`src/rtl/risk_tile_walker.sv`:
```
// risk_tile_walker
//   Initiator for the RISK strided tile memory. A matrix command (base, row
//   pitch, tile counts) is walked in 4x4-element tiles, row-major over tiles,
//   issuing at most one tile access per cycle. Load walks return each tile on
//   the rd_* stream RD_LAT cycles after issue; store walks pull one tile from
//   the wr_* stream per access.
// Ports
//   clk, reset                  rising-edge clock, async active-high reset
//   cmd_valid/cmd_ready         command handshake (ready only while idle)
//   cmd_store                   0 = load walk, 1 = store walk
//   cmd_base/cmd_ld             tile (0,0) element address / row pitch
//   cmd_tiles_x/cmd_tiles_y     tiles per tile-row / number of tile-rows
//   mem_en/mem_we/mem_addr      registered tile access toward risk_mem
//   mem_stride_x/mem_stride_y   element strides (1 / latched row pitch)
//   mem_dat_w/mem_dat_r         store data out / load data in
//   wr_valid/wr_ready/wr_tile   store tile stream
//   rd_valid/rd_last/rd_tile    load tile stream, no backpressure
//   busy/done                   walker active / one-cycle completion pulse
module risk_tile_walker #(
  parameter int ADDR_W   = 17,
  parameter int STRIDE_W = 15,
  parameter int TILE_W   = 288,
  parameter int CNT_W    = 8,
  parameter int RD_LAT   = 3
) (
  input  logic                clk,
  input  logic                reset,
  input  logic                cmd_valid,
  output logic                cmd_ready,
  input  logic                cmd_store,
  input  logic [ADDR_W-1:0]   cmd_base,
  input  logic [STRIDE_W-1:0] cmd_ld,
  input  logic [CNT_W-1:0]    cmd_tiles_x,
  input  logic [CNT_W-1:0]    cmd_tiles_y,
  output logic                mem_en,
  output logic                mem_we,
  output logic [ADDR_W-1:0]   mem_addr,
  output logic [STRIDE_W-1:0] mem_stride_x,
  output logic [STRIDE_W-1:0] mem_stride_y,
  output logic [TILE_W-1:0]   mem_dat_w,
  input  logic [TILE_W-1:0]   mem_dat_r,
  input  logic                wr_valid,
  output logic                wr_ready,
  input  logic [TILE_W-1:0]   wr_tile,
  output logic                rd_valid,
  output logic                rd_last,
  output logic [TILE_W-1:0]   rd_tile,
  output logic                busy,
  output logic                done
);

  typedef enum logic [1:0] {
    ST_IDLE  = 2'd0,
    ST_RUN   = 2'd1,
    ST_DRAIN = 2'd2,
    ST_FIN   = 2'd3
  } state_t;

  state_t              state_r, state_nxt_s;
  logic                store_r, store_nxt_s;
  logic [STRIDE_W-1:0] ld_r, ld_nxt_s;
  logic [CNT_W-1:0]    tiles_x_r, tiles_x_nxt_s, tiles_y_r, tiles_y_nxt_s;
  logic [CNT_W-1:0]    tx_r, tx_nxt_s, ty_r, ty_nxt_s;
  logic [ADDR_W-1:0]   col_r, col_nxt_s, row_r, row_nxt_s;
  logic                last_taken_r, last_taken_nxt_s;
  logic                mem_en_r, mem_en_nxt_s, mem_we_r, mem_we_nxt_s;
  logic [ADDR_W-1:0]   mem_addr_r, mem_addr_nxt_s;
  logic [TILE_W-1:0]   mem_dat_w_r, mem_dat_w_nxt_s;
  logic                mem_last_r, mem_last_nxt_s;
  logic [RD_LAT-1:0]   pipe_vld_r, pipe_last_r;
  logic                done_r, done_nxt_s;
  logic                busy_r, cmd_ready_r, wr_ready_r;

  logic                row_end_s, last_tile_s, adv_last_s;
  logic [CNT_W-1:0]    adv_tx_s, adv_ty_s;
  logic [ADDR_W-1:0]   adv_col_s, adv_row_s, ld_x4_s;

  // One tile-row down is four element rows; wraps modulo 2^ADDR_W.
  assign ld_x4_s = ADDR_W'(ld_r) << 2;

  // Successor of the current walk position in row-major tile order.
  always_comb begin
    row_end_s   = (tx_r == tiles_x_r - CNT_W'(1));
    last_tile_s = row_end_s && (ty_r == tiles_y_r - CNT_W'(1));
    if (row_end_s) begin
      adv_tx_s  = '0;
      adv_ty_s  = ty_r + CNT_W'(1);
      adv_row_s = row_r + ld_x4_s;
      adv_col_s = row_r + ld_x4_s;
    end else begin
      adv_tx_s  = tx_r + CNT_W'(1);
      adv_ty_s  = ty_r;
      adv_row_s = row_r;
      adv_col_s = col_r + ADDR_W'(4);
    end
    adv_last_s = (adv_tx_s == tiles_x_r - CNT_W'(1)) && (adv_ty_s == tiles_y_r - CNT_W'(1));
  end

  // Walk FSM next state and next values of the registered memory port.
  // Load: tx/ty/col track the tile currently shown on mem_*.
  // Store: tx/ty/col track the next tile to be issued.
  always_comb begin
    state_nxt_s      = state_r;
    store_nxt_s      = store_r;
    ld_nxt_s         = ld_r;
    tiles_x_nxt_s    = tiles_x_r;
    tiles_y_nxt_s    = tiles_y_r;
    tx_nxt_s         = tx_r;
    ty_nxt_s         = ty_r;
    col_nxt_s        = col_r;
    row_nxt_s        = row_r;
    last_taken_nxt_s = last_taken_r;
    mem_en_nxt_s     = 1'b0;
    mem_we_nxt_s     = 1'b0;
    mem_addr_nxt_s   = mem_addr_r;
    mem_dat_w_nxt_s  = mem_dat_w_r;
    mem_last_nxt_s   = 1'b0;
    done_nxt_s       = 1'b0;
    case (state_r)
      ST_IDLE: begin
        if (cmd_valid && cmd_ready_r) begin
          store_nxt_s      = cmd_store;
          ld_nxt_s         = cmd_ld;
          tiles_x_nxt_s    = cmd_tiles_x;
          tiles_y_nxt_s    = cmd_tiles_y;
          tx_nxt_s         = '0;
          ty_nxt_s         = '0;
          col_nxt_s        = cmd_base;
          row_nxt_s        = cmd_base;
          last_taken_nxt_s = 1'b0;
          if ((cmd_tiles_x == '0) || (cmd_tiles_y == '0)) begin
            state_nxt_s = ST_FIN;
            done_nxt_s  = 1'b1;
          end else if (!cmd_store) begin
            // Tile (0,0) is issued straight off the accept edge.
            state_nxt_s    = ST_RUN;
            mem_en_nxt_s   = 1'b1;
            mem_addr_nxt_s = cmd_base;
            mem_last_nxt_s = (cmd_tiles_x == CNT_W'(1)) && (cmd_tiles_y == CNT_W'(1));
          end else begin
            state_nxt_s = ST_RUN;
          end
        end else begin
          state_nxt_s = ST_IDLE;
        end
      end
      ST_RUN: begin
        if (!store_r) begin
          if (last_tile_s) begin
            state_nxt_s = ST_DRAIN;
          end else begin
            tx_nxt_s       = adv_tx_s;
            ty_nxt_s       = adv_ty_s;
            col_nxt_s      = adv_col_s;
            row_nxt_s      = adv_row_s;
            mem_en_nxt_s   = 1'b1;
            mem_addr_nxt_s = adv_col_s;
            mem_last_nxt_s = adv_last_s;
          end
        end else if (last_taken_r) begin
          // Final store is on mem_* this cycle; done follows it.
          state_nxt_s = ST_IDLE;
          done_nxt_s  = 1'b1;
        end else if (wr_valid && wr_ready_r) begin
          mem_en_nxt_s    = 1'b1;
          mem_we_nxt_s    = 1'b1;
          mem_addr_nxt_s  = col_r;
          mem_dat_w_nxt_s = wr_tile;
          if (last_tile_s) begin
            last_taken_nxt_s = 1'b1;
          end else begin
            tx_nxt_s  = adv_tx_s;
            ty_nxt_s  = adv_ty_s;
            col_nxt_s = adv_col_s;
            row_nxt_s = adv_row_s;
          end
        end else begin
          state_nxt_s = ST_RUN;
        end
      end
      ST_DRAIN: begin
        // Predict one cycle ahead so done lines up with rd_last.
        done_nxt_s = pipe_vld_r[RD_LAT-2] && pipe_last_r[RD_LAT-2];
        if (pipe_vld_r[RD_LAT-1] && pipe_last_r[RD_LAT-1]) begin
          state_nxt_s = ST_IDLE;
        end else begin
          state_nxt_s = ST_DRAIN;
        end
      end
      ST_FIN: begin
        state_nxt_s = ST_IDLE;
      end
      default: begin
        state_nxt_s = ST_IDLE;
      end
    endcase
  end

  // State, walk position, registered outputs and the read-return tracker.
  always_ff @(posedge clk or posedge reset) begin
    if (reset) begin
      state_r      <= ST_IDLE;
      store_r      <= 1'b0;
      ld_r         <= '0;
      tiles_x_r    <= '0;
      tiles_y_r    <= '0;
      tx_r         <= '0;
      ty_r         <= '0;
      col_r        <= '0;
      row_r        <= '0;
      last_taken_r <= 1'b0;
      mem_en_r     <= 1'b0;
      mem_we_r     <= 1'b0;
      mem_addr_r   <= '0;
      mem_dat_w_r  <= '0;
      mem_last_r   <= 1'b0;
      pipe_vld_r   <= '0;
      pipe_last_r  <= '0;
      done_r       <= 1'b0;
      busy_r       <= 1'b0;
      cmd_ready_r  <= 1'b1;
      wr_ready_r   <= 1'b0;
    end else begin
      state_r      <= state_nxt_s;
      store_r      <= store_nxt_s;
      ld_r         <= ld_nxt_s;
      tiles_x_r    <= tiles_x_nxt_s;
      tiles_y_r    <= tiles_y_nxt_s;
      tx_r         <= tx_nxt_s;
      ty_r         <= ty_nxt_s;
      col_r        <= col_nxt_s;
      row_r        <= row_nxt_s;
      last_taken_r <= last_taken_nxt_s;
      mem_en_r     <= mem_en_nxt_s;
      mem_we_r     <= mem_we_nxt_s;
      mem_addr_r   <= mem_addr_nxt_s;
      mem_dat_w_r  <= mem_dat_w_nxt_s;
      mem_last_r   <= mem_last_nxt_s;
      pipe_vld_r   <= {pipe_vld_r[RD_LAT-2:0], mem_en_r & ~mem_we_r};
      pipe_last_r  <= {pipe_last_r[RD_LAT-2:0], mem_last_r};
      done_r       <= done_nxt_s;
      busy_r       <= (state_nxt_s != ST_IDLE);
      // Ready stays low through the done cycle so commands never overlap.
      cmd_ready_r  <= (state_nxt_s == ST_IDLE) && !done_nxt_s;
      wr_ready_r   <= (state_nxt_s == ST_RUN) && store_nxt_s && !last_taken_nxt_s;
    end
  end

  assign cmd_ready    = cmd_ready_r;
  assign mem_en       = mem_en_r;
  assign mem_we       = mem_we_r;
  assign mem_addr     = mem_addr_r;
  assign mem_stride_x = STRIDE_W'(1);
  assign mem_stride_y = ld_r;
  assign mem_dat_w    = mem_dat_w_r;
  assign wr_ready     = wr_ready_r;
  assign rd_valid     = pipe_vld_r[RD_LAT-1];
  assign rd_last      = pipe_vld_r[RD_LAT-1] & pipe_last_r[RD_LAT-1];
  // Memory data is only valid in its return cycle, so it is forwarded directly.
  assign rd_tile      = rd_valid ? mem_dat_r : '0;
  assign busy         = busy_r;
  assign done         = done_r;

endmodule

```
`config.mk`:
```
export PLATFORM = sky130hd
export DESIGN_NAME = risk_tile_walker
export DESIGN_NICKNAME = d
export VERILOG_FILES = /design/src/rtl/risk_tile_walker.sv
export SDC_FILE = /design/constraint.sdc
export NUM_CORES = 1
export LEC_CHECK = 0
export CORE_AREA = 2 2 487 489
export DETAILED_ROUTE_END_ITERATION = 10
export DIE_AREA = 0 0 489 491
export GPL_TIMING_DRIVEN = 0
export PLACE_DENSITY = 0.3
export SYNTH_ARGS = -nofsm -noshare
export SYNTH_HDL_FRONTEND = slang
export SYNTH_SLANG_ARGS = --single-unit
```
`constraint.sdc`:
```
create_clock -name clk -period 19.8 [get_ports clk]
set_input_delay 5.94 -clock clk [delete_from_list [all_inputs] [get_ports clk]]
set_output_delay 5.94 -clock clk [all_outputs]
set_load 0.02 [all_outputs]
```
==> flow_summary.yaml <==
sta:
  fin_worst_skew_ps: 56.21
  report.final.slew_viol_count: 0
  slew_headroom_pct: 17.06
  number_of_setup_violations_in_the_final_report: 0
  setup_repair_after_global_routing_missed_its_margin: "no"
  worstMarginPinSlew_ps: 1244
  final.period_utilization_pct: 68.73
  fmax_mhz: 73.48
  fin_tns_setup_ps: 0
  timing.final.hold_violations: 0
  layout_min_cycle_time_ps: 13610
critical_path:
  cp_slowest_cell: "sky130_fd_sc_hd__clkdlybuf4s50_1"
  startpoint_type: "input pin"
  timing.critical_path.to_type: "output pin"
  worst-endpoint-required_ps: 13860
  criticalPathCategory: "in -> out"
  worst-endpoint-arrival_ps: 7670
  worstPathCellList: "clkdlybuf4s50_1, and2_1, clkdlybuf4s50_1"
  worst_path_largest_cell_delay_ps: 1010
  cp_common_cell: "sky130_fd_sc_hd__clkdlybuf4s50_1"
  critical_path_peak_fanout: 1
synth:
  portion_of_the_post_synthesis_area_used_by_sequential_elements_pct: 50.87
  ys.warnings.count: 0
  post_synth_num_cell_types: 78
  fraction_of_synthesis_flops_using_an_asynchronous_set_or_reset_pin_pct: 100.0
  postSynthCellCount: 1715
  number_of_enable_flip_flop_cells_after_synthesis: 0
  synth_area_um2: 19830
  ys_seq_elements: 403
  synth.avg_cell_area_um2: 11.56
  yosys_most_used_dff: "sky130_fd_sc_hd__dfrtp_1"
global_route:
  grtUsageTotal_pct: 13.83
  first_global_vias: 20500
  number_of_antenna_violations_at_the_first_check_in_global_routing: 136
  overflow: 0
  largest_net_degree_at_the_start_of_global_routing: 106
  grt_first_pass_wirelength_um: 218000
detailed_routing:
  finalWirelength_um: 172300
  drt-initial-drc-count: 1014
  vias: 19710
  drc_violations_left: 0
  avgViaCountPerCell: 3.145
  antenna_violating_nets_post_route: 0
  post_drt_wl_per_cell_um: 27.50
  firstDrtPassIters: 4
clocking:
  clock_sink_count: 403
  post-cts-setup-buffers: 0
  worst_skew_pair.late_latency_ps: 680
  cts-root-to-sink-buffers: 3
  clk_pin_slew_ps: 50
  postCtsHoldBufs: 0
  postcts_resize_cnt: 0
  htree_levels: 2
  tritoncts: "yes"
  cts_root_buffer: "sky130_fd_sc_hd__clkbuf_16"
  cts_buffers: 56
layout:
  post_route_cells_drive_above_1_share_pct: 15.55
  finish.net_count: 3683
  fillCellCount: 26190
  footprint_of_the_multi_input_gates_um2: 9117
  post-route-cell-area_um2: 38400
  layout.area.seq_um2: 10090
  area_growth_syn_to_layout_pct: 93.66
power:
  power_switching_mw: 2.757
  intPower_mw: 3.359
  power.sequential.fraction_pct: 25.0
  switching_share_pct: 45.08
  power_leakage_nw: 14.51
  clock_power_share_pct: 17.4
  powerDensity_nw_per_um2: 159.3
  power.ir.vdd_worst_uv: 78.41
  comb_power_share_pct: 57.6
run_status:
  run_status: "completed"
floorplan:
  design.core.area_um2: 234500
  design.die.area_um2: 240100
  core.rowCount: 178
  effective_utilization_at_floorplan_pct: 8.454
  die_h_um: 491
  io_pins: 1260
  dieWidth_um: 489
placed_design:
  gp_routability_congestion: 0.9356
  dpl-instance-area_um2: 36390
  port-buffer-count: 1244
  dp.final_hpwl_um: 148400
run:
  drv.max_cap_violation_count: 0
hold_path:
  type_of_the_tightest_min_delay_check: "reg -> reg"
[flip-flops by register name, indices dropped and copies added, names as in the netlist, 2 cells and up]
name / cells
tiles_y_r: 8
pipe_vld_r: 3
mem_stride_y: 15
row_r: 17
pipe_last_r: 3
tx_r: 8
ty_r: 8
state_r: 2
col_r: 17
tiles_x_r: 8
mem_addr: 17
mem_dat_w: 288
[routing by layer]
metal	wire [um]	GRT usage, %	vias up	part of all wire, %
met5	472	0	-	0.27
met4	5396	3.410	74	3.1
met3	19720	6.860	262	11
met2	86310	25.02	1076	50
met1	60420	13.98	9662	35
li1	-	-	8632	-
[cell type report]
| class | count | area share, % |
|---|---|---|
| Antenna cell | 35 | 0.2281 |
| Buffer | 124 | 1.496 |
| Clock buffer | 84 | 4.393 |
| Clock inverter | 20 | 0.6061 |
| Inverter | 27 | 0.2835 |
| Multi-Input combinational cell | 1174 | 23.75 |
| Sequential cell | 403 | 26.27 |
| Tap cell | 3150 | 10.26 |
| Timing Repair Buffer | 1248 | 32.72 |
[path summary, 6_finish.rpt]
path,startpoint,endpoint,slack [ps],depth (start not counted)
min reg2reg,pipe_vld_r[0],pipe_vld_r[1],350,0
max reg2reg,state_r[1],mem_dat_w[205],15170,8
min,pipe_vld_r[0],pipe_vld_r[1],350,0
max in group asynchronous,reset,mem_dat_w[172],12190,5
min in group asynchronous,reset,mem_dat_w[44],5750,2
max,mem_dat_r[56],rd_tile[56],6190,3
[power by group through the flow]
stage          clock network [mW]  registers, mW  logic [mW]
6_report                     1.07           1.53        3.52
5_1_grt                      1.14           1.59        3.73
4_1_cts                      1.12           1.54        3.59
3_5_place_dp                    0           1.55        3.57
3_3_place_gp                    0           1.55        3.59
2_1_floorplan                   0           1.80        1.32
[metrics by stage]
| step | util [%] | hold WS (ps) | power (mW) | cells | setup slack, ps |
|---|---|---|---|---|---|
| finish | 16.37 | 346.7 | 6.116 | 6265 | 6191 |
| floorplan | - | 331.2 | 3.117 | 1728 | 2652 |
| detailed placement | 15.52 | 335.5 | 5.113 | 6126 | 6106 |
| CTS | 16.34 | 347.7 | 6.245 | 6230 | 6092 |
| global placement | 15.47 | 335.3 | 5.134 | 6122 | -6022 |
| global route | 16.35 | 364.3 | 6.462 | 6241 | 6175 |
[cells in the final DEF, fill, tap and decap left out, types with 19 or more instances in the layout]
cell | netlist | routed
sky130_fd_sc_hd__a21oi_1 | 49 | 49
sky130_fd_sc_hd__and2_1 | 300 | 300
sky130_fd_sc_hd__buf_4 | 19 | 19
sky130_fd_sc_hd__clkbuf_1 | 83 | 90
sky130_fd_sc_hd__clkbuf_16 | 0 | 56
sky130_fd_sc_hd__clkdlybuf4s50_1 | 0 | 1244
sky130_fd_sc_hd__dfrtp_1 | 402 | 402
sky130_fd_sc_hd__diode_2 | 0 | 35
sky130_fd_sc_hd__ha_1 | 19 | 19
sky130_fd_sc_hd__inv_1 | 27 | 26
sky130_fd_sc_hd__mux2_2 | 328 | 328
sky130_fd_sc_hd__nand2_1 | 71 | 71
sky130_fd_sc_hd__nand3_1 | 22 | 22
sky130_fd_sc_hd__nor2_1 | 47 | 47
sky130_fd_sc_hd__nor3_1 | 21 | 21
sky130_fd_sc_hd__o21ai_0 | 46 | 46
sky130_fd_sc_hd__xnor2_1 | 29 | 29
sky130_fd_sc_hd__xor2_1 | 25 | 25
[synthesized netlist by cell type (all sizes together), types with 6 or more instances]
cell | count | area, um2
nor2b | 6 | 37.54
xor2 | 25 | 219.0
nand2b | 7 | 43.79
a211oi | 6 | 45.04
nor3 | 21 | 105.1
o21ai | 54 | 270.3
mux2 | 328 | 3694
a21oi | 50 | 254.0
nand4 | 6 | 37.54
nor4 | 7 | 58.81
buf | 41 | 259.0
xnor2 | 30 | 270.3
dfrtp | 402 | 10060
nand3 | 22 | 110.1
ha | 19 | 237.7
o22ai | 11 | 68.82
and2 | 300 | 1877
o22a | 6 | 52.55
o21a | 16 | 120.1
a31oi | 14 | 87.58
nor2 | 47 | 176.4
o211ai | 8 | 60.06
inv | 27 | 101.4
and3 | 6 | 37.54
o31ai | 9 | 81.33
clkbuf | 83 | 311.6
nand2 | 73 | 279.0
[cells by family after synthesis]
group / count (synthesis) / synth area share (%)
other: 2 / 0.03788
multiplexers: 332 / 18.83
AO/OA/AOI/OAI: 225 / 7.497
flip-flops: 403 / 50.87
buffers and inverters: 151 / 3.389
AND/OR/NAND/NOR: 524 / 15.26
XOR/XNOR: 58 / 2.815
adder cells (fa/ha/maj): 20 / 1.300
[worst max-delay path, delay by kind of cell]
family / cells / cell delay (ps)
buffers and inverters: 2 / 1570
and+or+nand+nor: 1 / 160
No activity file was read; power rests on OpenSTA's default activity.
